===== src/rtl/pipe_ctrl.sv =====
// Pipeline control: hazard detection, EXE forwarding, branch flush,
// data-SRAM wait-state sequencing and saturating performance counters.
module pipe_ctrl #(
    parameter int REG_AW      = 4,
    parameter int FWD_EN      = 1,
    parameter int CNT_W       = 32,
    parameter int MEM_TIMEOUT = 255
) (
    input  logic              clk,
    input  logic              rst,
    input  logic [REG_AW-1:0] src1,
    input  logic [REG_AW-1:0] src2,
    input  logic              two_src,
    input  logic [REG_AW-1:0] exe_src1,
    input  logic [REG_AW-1:0] exe_src2,
    input  logic [REG_AW-1:0] exe_dest,
    input  logic              exe_wb_en,
    input  logic              exe_mem_r_en,
    input  logic [REG_AW-1:0] mem_dest,
    input  logic              mem_wb_en,
    input  logic [REG_AW-1:0] wb_dest,
    input  logic              wb_wb_en,
    input  logic              branch_taken,
    input  logic              mem_req,
    input  logic              mem_ready,
    input  logic              cnt_clr,
    output logic              freeze_front,
    output logic              bubble_id,
    output logic              freeze_all,
    output logic              flush,
    output logic [1:0]        fwd_sel1,
    output logic [1:0]        fwd_sel2,
    output logic              mem_timeout,
    output logic [CNT_W-1:0]  cyc_cnt,
    output logic [CNT_W-1:0]  stall_cnt,
    output logic [CNT_W-1:0]  memwait_cnt,
    output logic [CNT_W-1:0]  flush_cnt
);

    localparam logic [0:0]  S_IDLE = 1'b0;
    localparam logic [0:0]  S_WAIT = 1'b1;
    localparam logic [15:0] TMO_M1 = 16'(MEM_TIMEOUT - 1);

    logic [0:0]  r_state;
    logic [15:0] r_wait;
    logic        r_timeout;
    logic        w_mem_stall;
    logic        w_exe_hit;
    logic        w_mem_hit;
    logic        w_hazard;

    assign w_mem_stall = mem_req & ~mem_ready;

    assign w_exe_hit = exe_wb_en &
        ((src1 == exe_dest) | (two_src & (src2 == exe_dest)));
    assign w_mem_hit = mem_wb_en &
        ((src1 == mem_dest) | (two_src & (src2 == mem_dest)));

    // With forwarding only a load in EXE cannot be bypassed in time.
    assign w_hazard = (FWD_EN != 0) ? (w_exe_hit & exe_mem_r_en)
                                    : (w_exe_hit | w_mem_hit);

    assign freeze_all   = w_mem_stall;
    assign flush        = branch_taken & ~w_mem_stall;
    assign bubble_id    = w_hazard & ~flush & ~w_mem_stall;
    assign freeze_front = bubble_id;
    assign mem_timeout  = r_timeout;

    always_comb begin
        fwd_sel1 = 2'd0;
        fwd_sel2 = 2'd0;
        if (FWD_EN != 0) begin
            if (mem_wb_en && mem_dest == exe_src1)
                fwd_sel1 = 2'd1;
            else if (wb_wb_en && wb_dest == exe_src1)
                fwd_sel1 = 2'd2;
            if (mem_wb_en && mem_dest == exe_src2)
                fwd_sel2 = 2'd1;
            else if (wb_wb_en && wb_dest == exe_src2)
                fwd_sel2 = 2'd2;
        end
    end

    always_ff @(posedge clk or posedge rst) begin
        if (rst) begin
            r_state   <= S_IDLE;
            r_wait    <= '0;
            r_timeout <= 1'b0;
        end else begin
            case (r_state)
                S_IDLE: begin
                    r_wait <= '0;
                    if (w_mem_stall)
                        r_state <= S_WAIT;
                end
                default: begin
                    if (mem_ready) begin
                        r_state <= S_IDLE;
                        r_wait  <= '0;
                    end else if (r_wait != '1) begin
                        r_wait <= r_wait + 16'd1;
                    end
                end
            endcase
            if (cnt_clr)
                r_timeout <= 1'b0;
            else if (r_state == S_WAIT && !mem_ready && r_wait == TMO_M1)
                r_timeout <= 1'b1;
        end
    end

    function automatic logic [CNT_W-1:0] f_inc(
        input logic [CNT_W-1:0] v,
        input logic             en
    );
        return (en && v != '1) ? v + CNT_W'(1) : v;
    endfunction

    always_ff @(posedge clk or posedge rst) begin
        if (rst) begin
            cyc_cnt     <= '0;
            stall_cnt   <= '0;
            memwait_cnt <= '0;
            flush_cnt   <= '0;
        end else if (cnt_clr) begin
            cyc_cnt     <= '0;
            stall_cnt   <= '0;
            memwait_cnt <= '0;
            flush_cnt   <= '0;
        end else begin
            cyc_cnt     <= f_inc(cyc_cnt, 1'b1);
            stall_cnt   <= f_inc(stall_cnt, bubble_id);
            memwait_cnt <= f_inc(memwait_cnt, freeze_all);
            flush_cnt   <= f_inc(flush_cnt, flush);
        end
    end

endmodule


===== config.mk =====
export PLATFORM = sky130hd
export DESIGN_NAME = pipe_ctrl
export DESIGN_NICKNAME = d
export VERILOG_FILES = /design/src/rtl/pipe_ctrl.sv
export SDC_FILE = /design/constraint.sdc
export NUM_CORES = 1
export LEC_CHECK = 0
export CORE_ASPECT_RATIO = 0.8
export CORE_MARGIN = 1.5
export CORE_UTILIZATION = 46
export CTS_BUF_LIST = sky130_fd_sc_hd__clkbuf_16
export CTS_CLUSTER_SIZE = 24
export DETAILED_ROUTE_END_ITERATION = 7
export GPL_ROUTABILITY_DRIVEN = 0
export PLACE_DENSITY = 0.77
export SYNTH_ARGS = -nofsm -noshare
export SYNTH_HDL_FRONTEND = slang
export SYNTH_SLANG_ARGS = --single-unit

===== constraint.sdc =====
create_clock -name clk -period 4.1 [get_ports clk]
set_input_delay 0.41 -clock clk [delete_from_list [all_inputs] [get_ports clk]]
set_output_delay 0.41 -clock clk [all_outputs]
set_load 0.05 [all_outputs]

## After elaboration in Yosys (flattened, before gate mapping)

Index checks and enable logic that the tools add are counted.

| operators by class | value |
|---|---|
| reductions and logical operators | 15 |
| add/sub/neg operators | 5 |
| bitwise logic cells | 11 |
| equal/unequal tests | 13 |
| multiplexer cells | 20 |

Operators with widths:

| cell | count |
|---|---|
| $mux 32 | 8 |
| $add 32x1->32 const B | 4 |
| $ne 32x32->1 const B | 4 |
| $mux 16 | 3 |
| $eq 4x4->1 | 6 |
| $add 16x1->16 const B | 1 |
| $eq 16x8->1 const B | 1 |
| $ne 16x16->1 const B | 1 |
| $reduce_bool 2->1 | 5 |
| $logic_and 1x1->1 | 9 |
| $mux 2 | 4 |
| $and 1x1->1 | 7 |
| $mux 1 | 5 |
| $ne 3x2->1 const B | 1 |
| $not 1->1 | 3 |
| $logic_not 1->1 | 1 |
| $or 1x1->1 | 1 |

| word-level totals | value |
|---|---|
| word-level logic and storage cells | 71 |
| bits of input ports | 39 |
| register bits | 146 |

## Depth between registers and ports, before layout

Gate-level depths: netlist of the first run.

| depth | value |
|---|---|
| word-level depth | 10 |
| depth in mapped cells | 10 |

## Least setup slack after synthesis of the first run

No wires, ideal clock.

| timing | value |
|---|---|
| kind | input-to-output |
| from | input exe_src1[0] |
| to | output fwd_sel1[1] |
| buffers on the path | 0 |
| stages on the path | 4 |
| data arrival time | 3.148 ns |
| required time | 3.690 ns |
| path slack | 0.542 ns |
| cells stage by stage | inv_1 a222oi_1 nor4b_1 nor2_1 |

| on the way | value |
|---|---|
| longest elaborated chain between the ends | 4 |
| elaborated cells on any way between the ends | 6 |

RTL lines:

| what | RTL line | source |
|---|---|---|
| from (decl) | 14 | `input logic [REG_AW-1:0] exe_src1,` |
| $eq 4x4->1 | 75 | `else if (wb_wb_en && wb_dest == exe_src1)` |
| $logic_and 1x1->1 | 75 |  |
| $mux 2 | 75 |  |
| $mux 2 (*) | 73 | `if (mem_wb_en && mem_dest == exe_src1)` |
| to (decl) | 31 | `output logic [1:0] fwd_sel1,` |

Mark *: on every way between the ends. The rest lies on a longest branch, timed or not.

## Final worst setup path of the first run

| timing | value |
|---|---|
| from | input mem_ready |
| to | output freeze_front |

| on the way | value |
|---|---|
| longest elaborated chain between the ends | 7 |

RTL lines:

| what | RTL line | source |
|---|---|---|
| from (decl) | 25 | `input logic mem_ready,` |
| $not 1->1 (*) | 52 | `assign w_mem_stall = mem_req & ~mem_ready;` |
| $and 1x1->1 (*) | 52 |  |
| $not 1->1 (*) | 64, 65 |  |
| $and 1x1->1 | 64 | `assign flush = branch_taken & ~w_mem_stall;` |
| $not 1->1 | 65 | `assign bubble_id = w_hazard & ~flush & ~w_mem_stall;` |
| $and 1x1->1 | 65 |  |
| $and 1x1->1 (*) | 65 |  |
| to (decl) | 27 | `output logic freeze_front,` |

Marked as above.

==> results of run 1 <==
[path summary, 6_finish.rpt]
check / cells past startpoint / startpoint / to / slack, ns
max: 6 / mem_ready / freeze_front / 0.73
min: 2 / cnt_clr / stall_cnt[26] / 0.49
max in group asynchronous: 3 / rst / memwait_cnt[11] / 2.75
max reg2reg: 8 / stall_cnt[0] / stall_cnt[31] / 1.38
min in group asynchronous: 2 / rst / flush_cnt[21] / 0.53
min reg2reg: 2 / mem_timeout / mem_timeout / 0.53
[metrics by stage]
stage                     util, %  hold slack, ns  setup slack (ns)  total power (uW)
final                       62.34          0.4947            0.7306              3128
after global routing        62.34          0.5088            0.5745              3240
after CTS                   62.34          0.4814            0.6974              3144
after detailed placement    59.01          0.5151            0.7096              1684
after global placement      59.01          0.5195            0.7589              1683
after floorplan                 -          0.5031            0.5422              1594
[logic make-up after synthesis]
kind of cell | count (synthesis) | synth area share (%)
xor gates and xnor gates | 138 | 15.67
and+or+nand+nor | 453 | 29.36
muxes | 4 | 0.5192
buffers and inverters | 40 | 2.077
adders and majority gates | 6 | 0.9734
DFF | 146 | 47.37
AOI/OAI and AO/OA | 49 | 4.024
[worst max-delay path: stages]
cell and delay (ns):
clkdlybuf4s50_1 0.46, nand2b_1 0.33, inv_1 0.17, nor3_1 0.34, and2_1 0.37, clkdlybuf4s50_1 0.87
[per-layer routing]
layer	vias up	routed length (um)	GRT usage, %
met5	-	0	0
met4	0	345	6.938
met3	30	1345	6.092
met2	197	8648	32.62
met1	3257	9201	33.90
li1	3244	-	-
[where the power goes]
group          internal (uW)  switching, uW  total [uW]
Clock                    876            596        1470
Sequential              1450           9.78        1460
Combinational           74.3            123         198
Total                   2400            729        3130
[layout by cell type, fill, tap and decap left out, types with 2 or more instances in the layout]
master and n:
mux2i_1 4, nand3_1 63, xor2_1 94, bufinv_16 2
nor4b_1 4, clkinv_1 4, clkinvlp_4 4, o21ai_0 16
ha_1 6, clkdlybuf4s50_1 174, a21oi_1 20, or3_1 17
nor3_1 33, nand2_1 74, nor4_1 9, and2_1 6
clkbuf_16 17, xnor2_1 44, and4_1 17, and3_1 22
inv_1 14, nor2b_1 3, nand2b_1 4, nand4_1 43
dfrtp_1 146, buf_12 2, nor3_2 2, nor2_1 145
a211oi_1 3, buf_4 5, nor4_2 2, clkinv_2 3
[flip-flops by register name (all words and copies together), names as in the netlist]
register,flops
mem_timeout,1
r_wait,16
cyc_cnt,32
r_state,1
memwait_cnt,32
flush_cnt,32
stall_cnt,32
[cell type report]
class	count	area (um^2)
clock buffer	17	425.4
clock inverter	13	121.4
fill	1394	6195
inverter	15	60.06
multi-input combinational	650	3899
sequential	146	3654
tap	220	275.3
timing repair buffer	181	1819
==> run metrics, run 1 <==
diode count=0; CTS Sinks=146; vias per inst=5.417; CTS clk-pin slew, worst paths=0.06 ns; commonest cells in the netlist=146 x dfrtp_1, 145 x nor2_1, 94 x xor2_1; fin crit period=3.369 ns; Leak=0.004081 uW; die area=17,560 um^2; final hold vios=0; Startpoint Class=input pin; initial antenna violation count=0; VDD IR max=0.3092 mV; grt ovf=0; worst slew pin tran=0.8953 ns; Core ar.=16,450 um^2; IO buf count=175; Hold Path Class=input pin to register; num rows=42; Crit path required time=3.69 ns; vias in the first global route=6,282; WS Path Type=input pin to output pin; Mapped Cells=836; Cell Area, Synth=7712 um^2; Cell Count, Final, Fillers Out=1,242; Post-Syn Nets=881; Max transition margin=40.19%; EDFF count, synth=0; Tot GR Track Use=22.90%; Ports=176; TritonCTS Buffers=17; RSZ-0062 raised after global routing=false; Die Ht=118.8 um; Post-CTS Setup Inserts=0; status=complete, no violations; synthesized flop and latch total=146; initial DRC count=448; dpl hpwl=13.77 mm; clk_lat worst skew=0.42 ns; Synth warnings=0; # nets final=1,056; CTS root buf=clkbuf_16; synthesized area per cell=9.225 um^2; mean routed wirelength per cell=15.73 um; CP endpoint kind=output pin; area post-placement=9707 um^2; setup TNS=0 ns; Synth top area share=47.37%; crit-path max FO=9; Seq/Total Area, Yosys=47.37%; fmax=0.2968 GHz; pin count of the biggest net entering global routing=66; DRC violations left=0; layout cell share with drive strength beyond 1=4.305%; final instance area=10,250 um^2; Resize count post-CTS=0; first-pass GRT wire length=32.12 mm; Synth area leader=dfrtp_1; Tcrit/Tclk final=82.18%; Synth-to-Final Area Change=32.95%; max_cap viols=0; cts hold-fix bufs=0; placed insts=1,212; setup violators final=0; chip width=147.8 um; antenna-violating nets left=0; htree depth=4; clk buf depth=2; CP Data Arrival Time=2.96 ns; DR pass1 iterations=5; PwrDens=305.0 nW/um^2; max-slew violation count=0; Initial Util=46.89%; most common cell in the synthesized netlist=dfrtp_1; Layout Skew=0.007665 ns; Yosys cell types=46; Post-synth ARST share=100.0%; synth top area cells=dfrtp_1 47%, xor2_1 11%, nor2_1 7.1%; Top FF cell, synth=dfrtp_1; total number of vias=6,728; TritonCTS clock tree=yes; drt total wl=19.54 mm
No activity file was read; power rests on OpenSTA's default activity.
==> run 2: changes to the inputs <==
==> constraint.sdc (replaced) <==
create_clock -name clk -period 2.9 [get_ports clk]
set_input_delay 0.29 -clock clk [delete_from_list [all_inputs] [get_ports clk]]
set_output_delay 0.29 -clock clk [all_outputs]
set_load 0.05 [all_outputs]
==> run metrics, run 2 (synthesis gave the netlist of run 1 again) <==
clk buf depth=2 (unchanged); Ports=176 (unchanged); vias in the first global route=6,453 (+2.7%); Tcrit/Tclk final=88.82%; CP max stage cell=clkdlybuf4s50_1; antenna-violating nets left=0 (unchanged); CP endpoint kind=output pin; chip width=147.8 um (unchanged); Fillers=1,401 (+0.50%); RSZ-0062 raised after global routing=false; fin worst setup slack=0.3242 ns (-0.4065 ns); Initial Util=46.89% (unchanged); CP Capture Point=fwd_sel1[0]; max_cap viols=0 (unchanged); layout cell share with drive strength beyond 1=5.728% (+1.4 points); total number of vias=6,760 (+0.48%); CTS Sinks=146 (unchanged); Leak=0.004194 uW (+2.8%); Worst Setup SP=exe_src1[0]; status=complete, no violations; TritonCTS clock tree=yes; initial DRC count=416 (-7.1%); fmax=0.3882 GHz; setup TNS=0 ns (unchanged); Crit path required time=2.61 ns (-1.08 ns); Post-CTS Setup Inserts=0 (unchanged); vias per inst=5.408 (-0.17%); max-slew violation count=0 (unchanged); commonest cells after routing, fill and taps aside=171 x clkdlybuf4s50_1, 146 x dfrtp_1, 145 x nor2_1; dpl hpwl=13.35 mm (-3.0%); CP cell instances=clkdlybuf4s50_1 -> inv_1 -> a222oi_1 -> nor4b_2 -> clkdlybuf4s50_1; DR pass1 iterations=5 (unchanged); setup violators final=0 (unchanged); mean routed wirelength per cell=15.49 um (-1.5%); Worst R2R Path Depth=9 (+1); register area=3654 um^2 (unchanged); Tot GR Track Use=22.85% (-0.052 points); diode count=0 (unchanged); IO buf count=175 (unchanged); Resize count post-CTS=0 (unchanged); reg2reg start=stall_cnt[0]; Startpoint Class=input pin; # nets final=1,063 (+0.66%); Core ar.=16,450 um^2 (unchanged); die area=17,560 um^2 (unchanged); pre-CTS setup slack=0.1077 ns (-0.6019 ns); initial antenna violation count=0 (unchanged); htree depth=4 (unchanged); pin count of the biggest net entering global routing=147 (+120%); area of the multi-input gates=3916 um^2 (+0.45%); PwrDens=457.2 nW/um^2 (+50%); Die Ht=118.8 um (unchanged); worst slew pin tran=0.8379 ns (-0.05735 ns); reg-to-reg endpoint=stall_cnt[22]; final hold vios=0 (unchanged); commonest non-fill, non-tap cell in the layout=clkdlybuf4s50_1; VDD IR max=0.4165 mV (+35%); cts hold-fix bufs=0 (unchanged); CTS clk-pin slew, worst paths=0.06 ns (about the same); grt ovf=0 (unchanged); fin crit period=2.576 ns; drt total wl=19.36 mm (-0.91%); Max transition margin=44.14% (+3.9 points); critical path's largest stage delay=0.85 ns (-0.02 ns); TritonCTS Buffers=17 (unchanged); num rows=42 (unchanged); Layout Skew=0.007542 ns (-0.0001228 ns); most numerous cell on the critical path=clkdlybuf4s50_1; clk_lat worst skew=0.42 ns (about the same); first-pass GRT wire length=32.31 mm (+0.60%); CP Data Arrival Time=2.29 ns (-0.67 ns); crit-path max FO=2 (-7); Synth-to-Final Area Change=35.37%; DRC violations left=0 (unchanged); R2R setup slack=0.33 ns (-1.05 ns); CTS root buf=clkbuf_16; WS Path Type=input pin to output pin; Hold Path Class=input pin to async pin
## run 2: cell types whose count changed in the layout (fill, tap and decap cells not counted)
cell	change
nor4b_2	+1
buf_12	+2
nand3_2	+1
bufinv_16	+4
nand3_1	-1
clkinvlp_4	-3
clkdlybuf4s50_1	-3
nor4_1	-1
inv_1	+2
nor4b_1	-1
nor4_2	+1
clkinv_1	-3
buf_4	+8
clkinv_2	+1
## run 2: metal layers
layer  up-vias  wire [um]  track usage [%]
met4         0        308            6.813
met3        28       1222            5.785
met2       187       8684            34.00
met5         -          0                0
li1       3254          -                -
met1      3291       9147            32.82
## run 2: area by class of cell
cell class	instances	share of cell area (%)
well taps	220	2.637
multi-input cells	650	37.51
inverters	15	0.5753
repair buffers	188	18.10
flip-flops and latches	146	35.00
clock buffers	17	4.075
clock inverters	14	2.109
## run 2: how the worst min path moves through the flow
stage,endpoint
after floorplan,r_state
after global routing,stall_cnt[26]
final,flush_cnt[21]
after global placement,mem_timeout
after detailed placement,mem_timeout
after CTS,stall_cnt[26]
## run 2: stage by stage
step / hold slack (ns) / utilization, % / std cells / cell area (um^2) / total power, uW
4_1_cts: 0.3921 / 63.44 / 1250 / 10440 / 4811
3_5_place_dp: 0.5104 / 59.52 / 1219 / 9789 / 2383
6_report: 0.3659 / 63.47 / 1250 / 10440 / 4773
3_3_place_gp: 0.5091 / 59.52 / 1219 / 9789 / 2381
5_1_grt: 0.4061 / 63.47 / 1250 / 10440 / 4937
2_1_floorplan: 0.5023 / - / 836 / 7729 / 2256
## run 2: worst max-delay path, delay by kind of cell
| family | cells | cell delay [ns] |
|---|---|---|
| buffers and inverters | 3 | 1.41 |
| AO/OA/AOI/OAI | 1 | 0.29 |
| AND/OR/NAND/NOR | 1 | 0.29 |
## run 2: power breakdown
| group | internal, uW | switching, uW | total (uW) |
|---|---|---|---|
| combinational | 105 | 175 | 281 |
| sequential | 2050 | 13.7 | 2060 |
| clock | 1590 | 837 | 2430 |
==> run 3: changes to the inputs <==
--- a/config.mk
+++ b/config.mk
@@ -5,6 +5,7 @@
 export SDC_FILE = /design/constraint.sdc
 export NUM_CORES = 1
 export LEC_CHECK = 0
+export ABC_CLOCK_PERIOD_IN_PS = 2900
 export CORE_ASPECT_RATIO = 0.8
 export CORE_MARGIN = 1.5
 export CORE_UTILIZATION = 46
==> results of run 3 <==
The final DEF is identical to that of run 2; final timing and power are the same.
